===== src/rtl/mul_hilo_if.sv =====
// Operand/control/result bus between the HI/LO issue unit and the Multiplier.
interface mul_hilo_if;
  logic [3:0]  mul_ctrl;
  logic [15:0] mul_a;
  logic [15:0] mul_b;
  logic [31:0] mul_r;
  logic        mul_valid;

  modport master (output mul_ctrl, mul_a, mul_b, input mul_r, mul_valid);
  modport slave  (input mul_ctrl, mul_a, mul_b, output mul_r, mul_valid);
endinterface


===== src/rtl/mul_hilo_unit.sv =====
// Issues multiplies to the Multiplier, captures the product into HI/LO, serves
// mfhi/mflo/mthi/mtlo, stalls the pipeline while busy and flags product timeouts.
module mul_hilo_unit #(
  parameter logic [3:0]  MUL_OP  = 4'b1000,
  parameter logic [3:0]  IDLE_OP = 4'b0000,
  parameter int unsigned MIN_LAT = 2,
  parameter int unsigned TIMEOUT = 64
) (
  input  logic              clk,
  input  logic              rst_n,
  input  logic              mul_req_i,
  input  logic [15:0]       op_a_i,
  input  logic [15:0]       op_b_i,
  mul_hilo_if.master        mul_bus,
  input  logic              rd_en_i,
  input  logic              rd_sel_i,
  output logic [15:0]       rd_data_o,
  input  logic              wr_hi_i,
  input  logic              wr_lo_i,
  input  logic [15:0]       wr_data_i,
  output logic [15:0]       hi_o,
  output logic [15:0]       lo_o,
  output logic              busy_o,
  output logic              stall_o,
  output logic              err_o
);

  localparam int unsigned CNT_W = 8;
  localparam logic [CNT_W-1:0] LAUNCH_END = CNT_W'(MIN_LAT - 1);
  localparam logic [CNT_W-1:0] TIMEOUT_END = CNT_W'(TIMEOUT - 1);

  typedef enum logic [1:0] {
    IDLE   = 2'd0,
    LAUNCH = 2'd1,
    WAIT   = 2'd2
  } state_e;

  state_e           state_q;
  logic [CNT_W-1:0] cnt_q;
  logic [15:0]      hi_q;
  logic [15:0]      lo_q;
  logic [15:0]      mul_a_q;
  logic [15:0]      mul_b_q;
  logic [3:0]       mul_ctrl_q;
  logic             err_q;

  // Stale validity is masked during LAUNCH; product or timeout accepted in WAIT.
  always_ff @(posedge clk or negedge rst_n) begin
    if (!rst_n) begin
      state_q    <= IDLE;
      cnt_q      <= '0;
      hi_q       <= '0;
      lo_q       <= '0;
      mul_a_q    <= '0;
      mul_b_q    <= '0;
      mul_ctrl_q <= IDLE_OP;
      err_q      <= 1'b0;
    end else begin
      case (state_q)
        IDLE: begin
          if (wr_hi_i) hi_q <= wr_data_i;
          if (wr_lo_i) lo_q <= wr_data_i;
          if (mul_req_i) begin
            mul_a_q    <= op_a_i;
            mul_b_q    <= op_b_i;
            mul_ctrl_q <= MUL_OP;
            cnt_q      <= '0;
            state_q    <= LAUNCH;
          end
        end
        LAUNCH: begin
          cnt_q <= cnt_q + CNT_W'(1);
          if (cnt_q == LAUNCH_END) state_q <= WAIT;
        end
        WAIT: begin
          cnt_q <= cnt_q + CNT_W'(1);
          if (mul_bus.mul_valid) begin
            hi_q       <= mul_bus.mul_r[31:16];
            lo_q       <= mul_bus.mul_r[15:0];
            mul_ctrl_q <= IDLE_OP;
            state_q    <= IDLE;
          end else if (cnt_q == TIMEOUT_END) begin
            err_q      <= 1'b1;
            mul_ctrl_q <= IDLE_OP;
            state_q    <= IDLE;
          end
        end
        default: begin
          mul_ctrl_q <= IDLE_OP;
          state_q    <= IDLE;
        end
      endcase
    end
  end

  assign mul_bus.mul_ctrl = mul_ctrl_q;
  assign mul_bus.mul_a    = mul_a_q;
  assign mul_bus.mul_b    = mul_b_q;

  assign hi_o      = hi_q;
  assign lo_o      = lo_q;
  assign err_o     = err_q;
  assign busy_o    = (state_q != IDLE);
  assign stall_o   = busy_o & (mul_req_i | rd_en_i | wr_hi_i | wr_lo_i);
  assign rd_data_o = rd_sel_i ? hi_q : lo_q;

endmodule


===== src/flat_wrapper.sv =====
// flat-port wrapper written by rule: the top's interface ports become plain ports
module mul_hilo_unit_flat 
#(
  parameter logic [3:0]  MUL_OP  = 4'b1000,
  parameter logic [3:0]  IDLE_OP = 4'b0000,
  parameter int unsigned MIN_LAT = 2,
  parameter int unsigned TIMEOUT = 64
)
  (clk, rst_n, mul_req_i, op_a_i, op_b_i, rd_en_i, rd_sel_i, rd_data_o, wr_hi_i, wr_lo_i, wr_data_i, hi_o, lo_o, busy_o, stall_o, err_o, mul_bus_mul_ctrl, mul_bus_mul_a, mul_bus_mul_b, mul_bus_mul_r, mul_bus_mul_valid);
  mul_hilo_if mul_bus_i ();
  input  logic clk;
  input  logic rst_n;
  input  logic mul_req_i;
  input  logic [15:0] op_a_i;
  input  logic [15:0] op_b_i;
  input  logic rd_en_i;
  input  logic rd_sel_i;
  output logic [15:0] rd_data_o;
  input  logic wr_hi_i;
  input  logic wr_lo_i;
  input  logic [15:0] wr_data_i;
  output logic [15:0] hi_o;
  output logic [15:0] lo_o;
  output logic busy_o;
  output logic stall_o;
  output logic err_o;
  output wire logic [$bits(mul_bus_i.mul_ctrl)-1:0] mul_bus_mul_ctrl;
  output wire logic [$bits(mul_bus_i.mul_a)-1:0] mul_bus_mul_a;
  output wire logic [$bits(mul_bus_i.mul_b)-1:0] mul_bus_mul_b;
  input wire logic [$bits(mul_bus_i.mul_r)-1:0] mul_bus_mul_r;
  input wire logic [$bits(mul_bus_i.mul_valid)-1:0] mul_bus_mul_valid;
  assign mul_bus_mul_ctrl = mul_bus_i.mul_ctrl;
  assign mul_bus_mul_a = mul_bus_i.mul_a;
  assign mul_bus_mul_b = mul_bus_i.mul_b;
  assign mul_bus_i.mul_r = mul_bus_mul_r;
  assign mul_bus_i.mul_valid = mul_bus_mul_valid;
  mul_hilo_unit #(.MUL_OP(MUL_OP), .IDLE_OP(IDLE_OP), .MIN_LAT(MIN_LAT), .TIMEOUT(TIMEOUT)) u_core (.clk(clk), .rst_n(rst_n), .mul_req_i(mul_req_i), .op_a_i(op_a_i), .op_b_i(op_b_i), .mul_bus(mul_bus_i), .rd_en_i(rd_en_i), .rd_sel_i(rd_sel_i), .rd_data_o(rd_data_o), .wr_hi_i(wr_hi_i), .wr_lo_i(wr_lo_i), .wr_data_i(wr_data_i), .hi_o(hi_o), .lo_o(lo_o), .busy_o(busy_o), .stall_o(stall_o), .err_o(err_o));
endmodule

===== config.mk =====
export PLATFORM = sky130hd
export DESIGN_NAME = mul_hilo_unit_flat
export DESIGN_NICKNAME = d
export VERILOG_FILES = /design/src/rtl/mul_hilo_if.sv /design/src/rtl/mul_hilo_unit.sv /design/src/flat_wrapper.sv
export SDC_FILE = /design/constraint.sdc
export NUM_CORES = 1
export LEC_CHECK = 0
export ABC_CLOCK_PERIOD_IN_PS = 1860
export BUFFER_PORTS_ARGS = -buffer_cell sky130_fd_sc_hd__buf_2
export CAP_MARGIN = 25
export CORE_MARGIN = 8
export CORE_UTILIZATION = 42
export CTS_CLUSTER_SIZE = 25
export DETAILED_ROUTE_END_ITERATION = 10
export HOLD_SLACK_MARGIN = 0.08
export PLACE_DENSITY = 0.76
export SLEW_MARGIN = 20
export SYNTH_ARGS = -nofsm -noshare
export SYNTH_HDL_FRONTEND = slang
export SYNTH_SLANG_ARGS = --single-unit

===== constraint.sdc =====
create_clock -name clk -period 1.86 [get_ports clk]
set_input_delay 0.372 -clock clk [delete_from_list [all_inputs] [get_ports clk]]
set_output_delay 0.372 -clock clk [all_outputs]
set_load 0.005 [all_outputs]

Word level (Yosys, flattened, before mapping) --
Index checks and enable logic that the tools add are counted.
Word-level totals: register bits 79, bits in latches 0, RAM bits 0, bits in read-only memories 0, output and inout bits 87, logic and storage cells 55, memories 0
Cells by class: $add $sub $neg 1, $mul 0, divide/modulo/power cells 0, order comparisons 0, eq/ne operators 10, shift-type cells 0, multiplexer cells 18, bitwise logic cells 6, reductions and logical operators 12
Operators with widths (number):
- $mux W16 | 5
- $pmux W16 S2 | 2
- $pmux W8 S2 | 1
- $reduce_and A3 Y1 | 5
- $mux W4 | 3
- $pmux W4 S3 | 1
- $add A8 B1 Y8 const B | 1
- $eq A8 B1 Y1 const B | 1
- $eq A8 B6 Y1 const B | 1
- $mux W2 | 4
- $mux W8 | 1
- $ne A2 B2 Y1 const B | 4
- $pmux W2 S3 | 1
- $reduce_bool A2 Y1 | 3
- $reduce_and A2 Y1 | 2
- $ne A3 B2 Y1 const B | 1
- $or A1 B1 Y1 | 3
- $eq A2 B1 Y1 const B | 1
- $eq A2 B2 Y1 const B | 1
- $logic_not A2 Y1 | 1
- $ne A2 B1 Y1 const B | 1
- $not A1 Y1 | 2
- $reduce_or A2 Y1 | 1
- $and A1 B1 Y1 | 1

Logic depth before layout (Yosys ltp) --
word-level depth 4, gate-level depth with buffers 7, mapped depth without buffers 6

Least setup slack after synthesis --
Ideal clock, no wire load.
path kind register to register, start register u_core.state_q[0], end register u_core.hi_q[10], in the netlist u_core.hi_o[10], arrival time 1.642 ns, setup slack 0.094 ns, cell stages (with the launch flop) 8, period minus slack after synthesis 1.766 ns, path through dfrtp_1 > inv_1 > ha_1 > nand2b_1 > o21ai_1 > a21oi_2 > buf_4 > mux2_2
Between the ends: word-level cells in the longest chain between the ends 3, elaborated cells between the ends (all ways) 7
RTL lines:
- from (decl) | RTL line mul_hilo_unit.sv:38 | state_e state_q;
- from (signal assigned) | RTL line mul_hilo_unit.sv:50 | state_q <= IDLE;
- from (signal assigned) | RTL line mul_hilo_unit.sv:68 | state_q <= LAUNCH;
- from (signal assigned) | RTL line mul_hilo_unit.sv:73 | if (cnt_q == LAUNCH_END) state_q <= WAIT;
- $eq A2 B2 Y1 or $logic_not A2 Y1 (tied branches) | RTL line mul_hilo_unit.sv:59 | case (state_q)
- $ne A2 B2 Y1 (no line) or $reduce_bool A2 Y1 (tied branches)
- $reduce_and A3 Y1 (no line)
- to (signal assigned) | RTL line mul_hilo_unit.sv:61 | if (wr_hi_i) hi_q <= wr_data_i;
- to (signal assigned) | RTL line mul_hilo_unit.sv:78 | hi_q <= mul_bus.mul_r[31:16];
- to (decl) | RTL line mul_hilo_unit.sv:40 | logic [15:0] hi_q;
Several ways; a longest one is shown, not always the timed one. A chain may end at the register's enable or synchronous reset.

Final worst setup path --
start register u_core.state_q[0], end register u_core.lo_q[1], in the netlist u_core.lo_o[1]
Between the ends: word-level cells in the longest chain between the ends 3, elaborated cells between the ends (all ways) 7
RTL lines:
- $eq A2 B2 Y1 or $logic_not A2 Y1 (tied branches) | RTL line mul_hilo_unit.sv:59
- $ne A2 B2 Y1 (no line) or $reduce_bool A2 Y1 (tied branches)
- $reduce_and A3 Y1 (no line)
- to (signal assigned) | RTL line mul_hilo_unit.sv:62 | if (wr_lo_i) lo_q <= wr_data_i;
- to (signal assigned) | RTL line mul_hilo_unit.sv:79 | lo_q <= mul_bus.mul_r[15:0];
- to (decl) | RTL line mul_hilo_unit.sv:41 | logic [15:0] lo_q;
Several ways; a longest one is shown, not always the timed one.

==> metrics <==
status finished, final reports clean; post-synthesis simple-gate area fraction 0.136; dpl hpwl 7650 um; WP data required 2.09 ns; DIE WIDTH 110 um; met3 wire len 1420 um; row count 34; core area 0.00864 sq mm; combinational share of power 0.519; I/O Pins 175; final hold violations 0; area delta synth->final 35.0%; Port Buf Inserts 171; Post-synth top flop dfrtp_1; residual DRC count 0; met2 routed WL 4500 um; TritonCTS clock tree yes; drt first pass iters 4; WL/cell 16.3 um; All-Layer GR Usage 0.158; area post-placement 0.00471 sq mm; Netlist Area Pre-Place 0.00368 sq mm; Post-synth EDFFs 0; sequential share of the synthesized area 0.516; clk buf depth 2; pin count of the biggest net entering global routing 49; nets 590; reg2reg setup slack 0.09 ns; Final Core Density 0.576; commonest non-fill, non-tap cells in the layout buf_2 (170), mux2_2 (81), dfrtp_1 (76), nand2_1 (72), nand2b_1 (18); Initial DRC Count 139; skew final 0.0133 ns; Worst-path clk slew 0.08 ns; flops & latches, synth 76; syn avg cell area 11.6 sq um; Antenna Nets Post-Route 0; vias in the first global route 3165; mux cell area share after synthesis 0.256; initial antenna violation count 0; vias per cell 4.94; Leak Pwr 2.50 nW; Total Wirelength 9920 um; fill count 749; layout cell share with drive strength beyond 1 0.568; final setup fails 0; Setup crit end kind flip-flop; FMAX 0.564 GHz; top layer in use met4; Flop pwr share 0.341; clk sink count 76; NetSw 3.06 mW; RSZ-0062 raised after global routing false; Ys Warns 0; fin crit share 0.954; Synth Area in Compound Gates 0.0357; Net Sw Frac 0.350; final cell area excluding filler cells 0.00497 sq mm; Unique masters post-synth 34; Max-Cap Viols 0; clk root buf clkbuf_8; P_int 5.68 mW; largest family of logic cells by synthesized area multiplexers; Final min period 1.77 ns; largest fanout on the critical path 8; Reg area 0.00190 sq mm; Max IR drop VDD 0.00102 V; global-route wire length before repair 15000 um; met1 wire length 3810 um; Final Power 8.74 mW; Hold/Removal Path Class input pin to flip-flop; Inserted Clock Buffers 9; Critical Path Start Type flip-flop; commonest non-fill, non-tap cell in the layout buf_2; xor and xnor fraction of the mapped netlist area 0.00475; routed vias 3011; H-tree levels 3; Overflow after GRT 0; CP Class flip-flop to flip-flop; Clock Power Share 0.140; Starting Density 0.427; PwrDens 1760 mW/mm^2; Multi-input gate area 0.00170 sq mm; Arr. time, crit path 2.00 ns; die height 110 um; Antenna diodes 0; Final Max Tran Viols 0; worst-skew pair later-pin latency 0.34 ns; Final Wtd Congestion 0.857; die area 0.0120 sq mm; Post-Synthesis Cells 318; adder-cell share of the synthesized area 0.0170; setup_tns 0 ns; Async SR Flop Fraction 1.00
==> layer usage <==
| layer | up-vias | track usage |
|---|---|---|
| li1 | 1432 | - |
| met2 | 147 | 0.261 |
| met3 | 14 | 0.0721 |
| met4 | 0 | 0.0723 |
| met1 | 1418 | 0.170 |
| met5 | - | 0 |
==> cell usage after synthesis (2+ instances only) <==
| cell | n | area [sq um] |
|---|---|---|
| a21oi_2 | 2 | 17.5 |
| nand2b_1 | 18 | 113 |
| a21oi_1 | 2 | 10.0 |
| buf_2 | 4 | 20.0 |
| dfrtp_1 | 76 | 1900 |
| nand2_1 | 72 | 270 |
| a22o_1 | 3 | 26.3 |
| buf_6 | 2 | 22.5 |
| clkbuf_1 | 6 | 22.5 |
| o21ai_0 | 3 | 15.0 |
| buf_4 | 4 | 30.0 |
| nor3_1 | 4 | 20.0 |
| xnor2_1 | 2 | 17.5 |
| nand3_1 | 3 | 15.0 |
| o32a_1 | 2 | 20.0 |
| nor2_1 | 6 | 22.5 |
| inv_1 | 7 | 26.3 |
| ha_1 | 5 | 62.6 |
| nor4_1 | 2 | 12.5 |
| mux2_2 | 81 | 912 |
==> kinds of logic after synthesis <==
kind of cell	after synthesis
xor+xnor	2
fa+ha+maj	5
compound gates	18
simple gates	110
other cells	1
flops	76
buf+inv	23
mux	83
==> cell type report <==
| class | count | area share |
|---|---|---|
| sequential | 76 | 0.382 |
| multi-input combinational | 221 | 0.341 |
| tap | 108 | 0.0272 |
| clock buffer | 10 | 0.0257 |
| clock inverter | 6 | 0.0131 |
| timing repair buffer | 182 | 0.206 |
| inverter | 7 | 0.00528 |
==> sequential cells by signal (all words and copies together) (netlist names) <==
signal,flops
u_core.cnt_q,8
u_core.err_o,1
u_core.hi_o,16
u_core.lo_o,16
u_core.mul_bus.mul_a,16
u_core.mul_bus.mul_b,16
u_core.mul_bus.mul_ctrl,1
u_core.state_q,2
==> repair_timing <==
item,CTS,global route
resized for setup,0,6
setup endpoints to repair,0,30
setup buffers,0,2
hold buffers,1,0
hold endpoints to repair,33,0
==> power groups by stage <==
| stage | sequential [mW] | clock (mW) | combinational (mW) |
|---|---|---|---|
| floorplan | 3.00 | 0 | 2.52 |
| global placement | 2.97 | 0 | 4.21 |
| detailed placement | 3.01 | 0 | 4.37 |
| CTS | 2.98 | 1.26 | 4.38 |
| global route | 3.10 | 1.32 | 4.97 |
| finish | 2.98 | 1.22 | 4.54 |
==> critical path, cell delays in order (launching register included) <==
cell	delay, ns
dfrtp_1	0.36
inv_1	0.10
ha_2	0.24
nand2b_1	0.14
o21ai_2	0.10
a21oi_4	0.19
clkbuf_16	0.20
mux2_2	0.33
==> path summary, 6_finish.rpt <==
path,from,cells past startpoint,endpoint
worst min register to register,u_core.err_o,1,u_core.err_o
worst max-delay path,u_core.state_q[0],7,u_core.lo_o[1]
min in group asynchronous,rst_n,2,u_core.lo_o[15]
worst min-delay path,op_b_i[6],2,u_core.mul_bus.mul_b[6]
worst max register to register,u_core.state_q[0],7,u_core.lo_o[1]
max in group asynchronous,rst_n,3,u_core.cnt_q[1]
==> metrics by stage <==
step                instances  setup WS [ns]  hold slack, ns
floorplan                 320         0.0936          0.0764
global placement          590          0.180           0.338
detailed placement        590         0.0843           0.349
CTS                       607        0.00231           0.237
global route              610        0.00116           0.240
finish                    610         0.0859           0.255
Power figures use the tool's default switching activity.
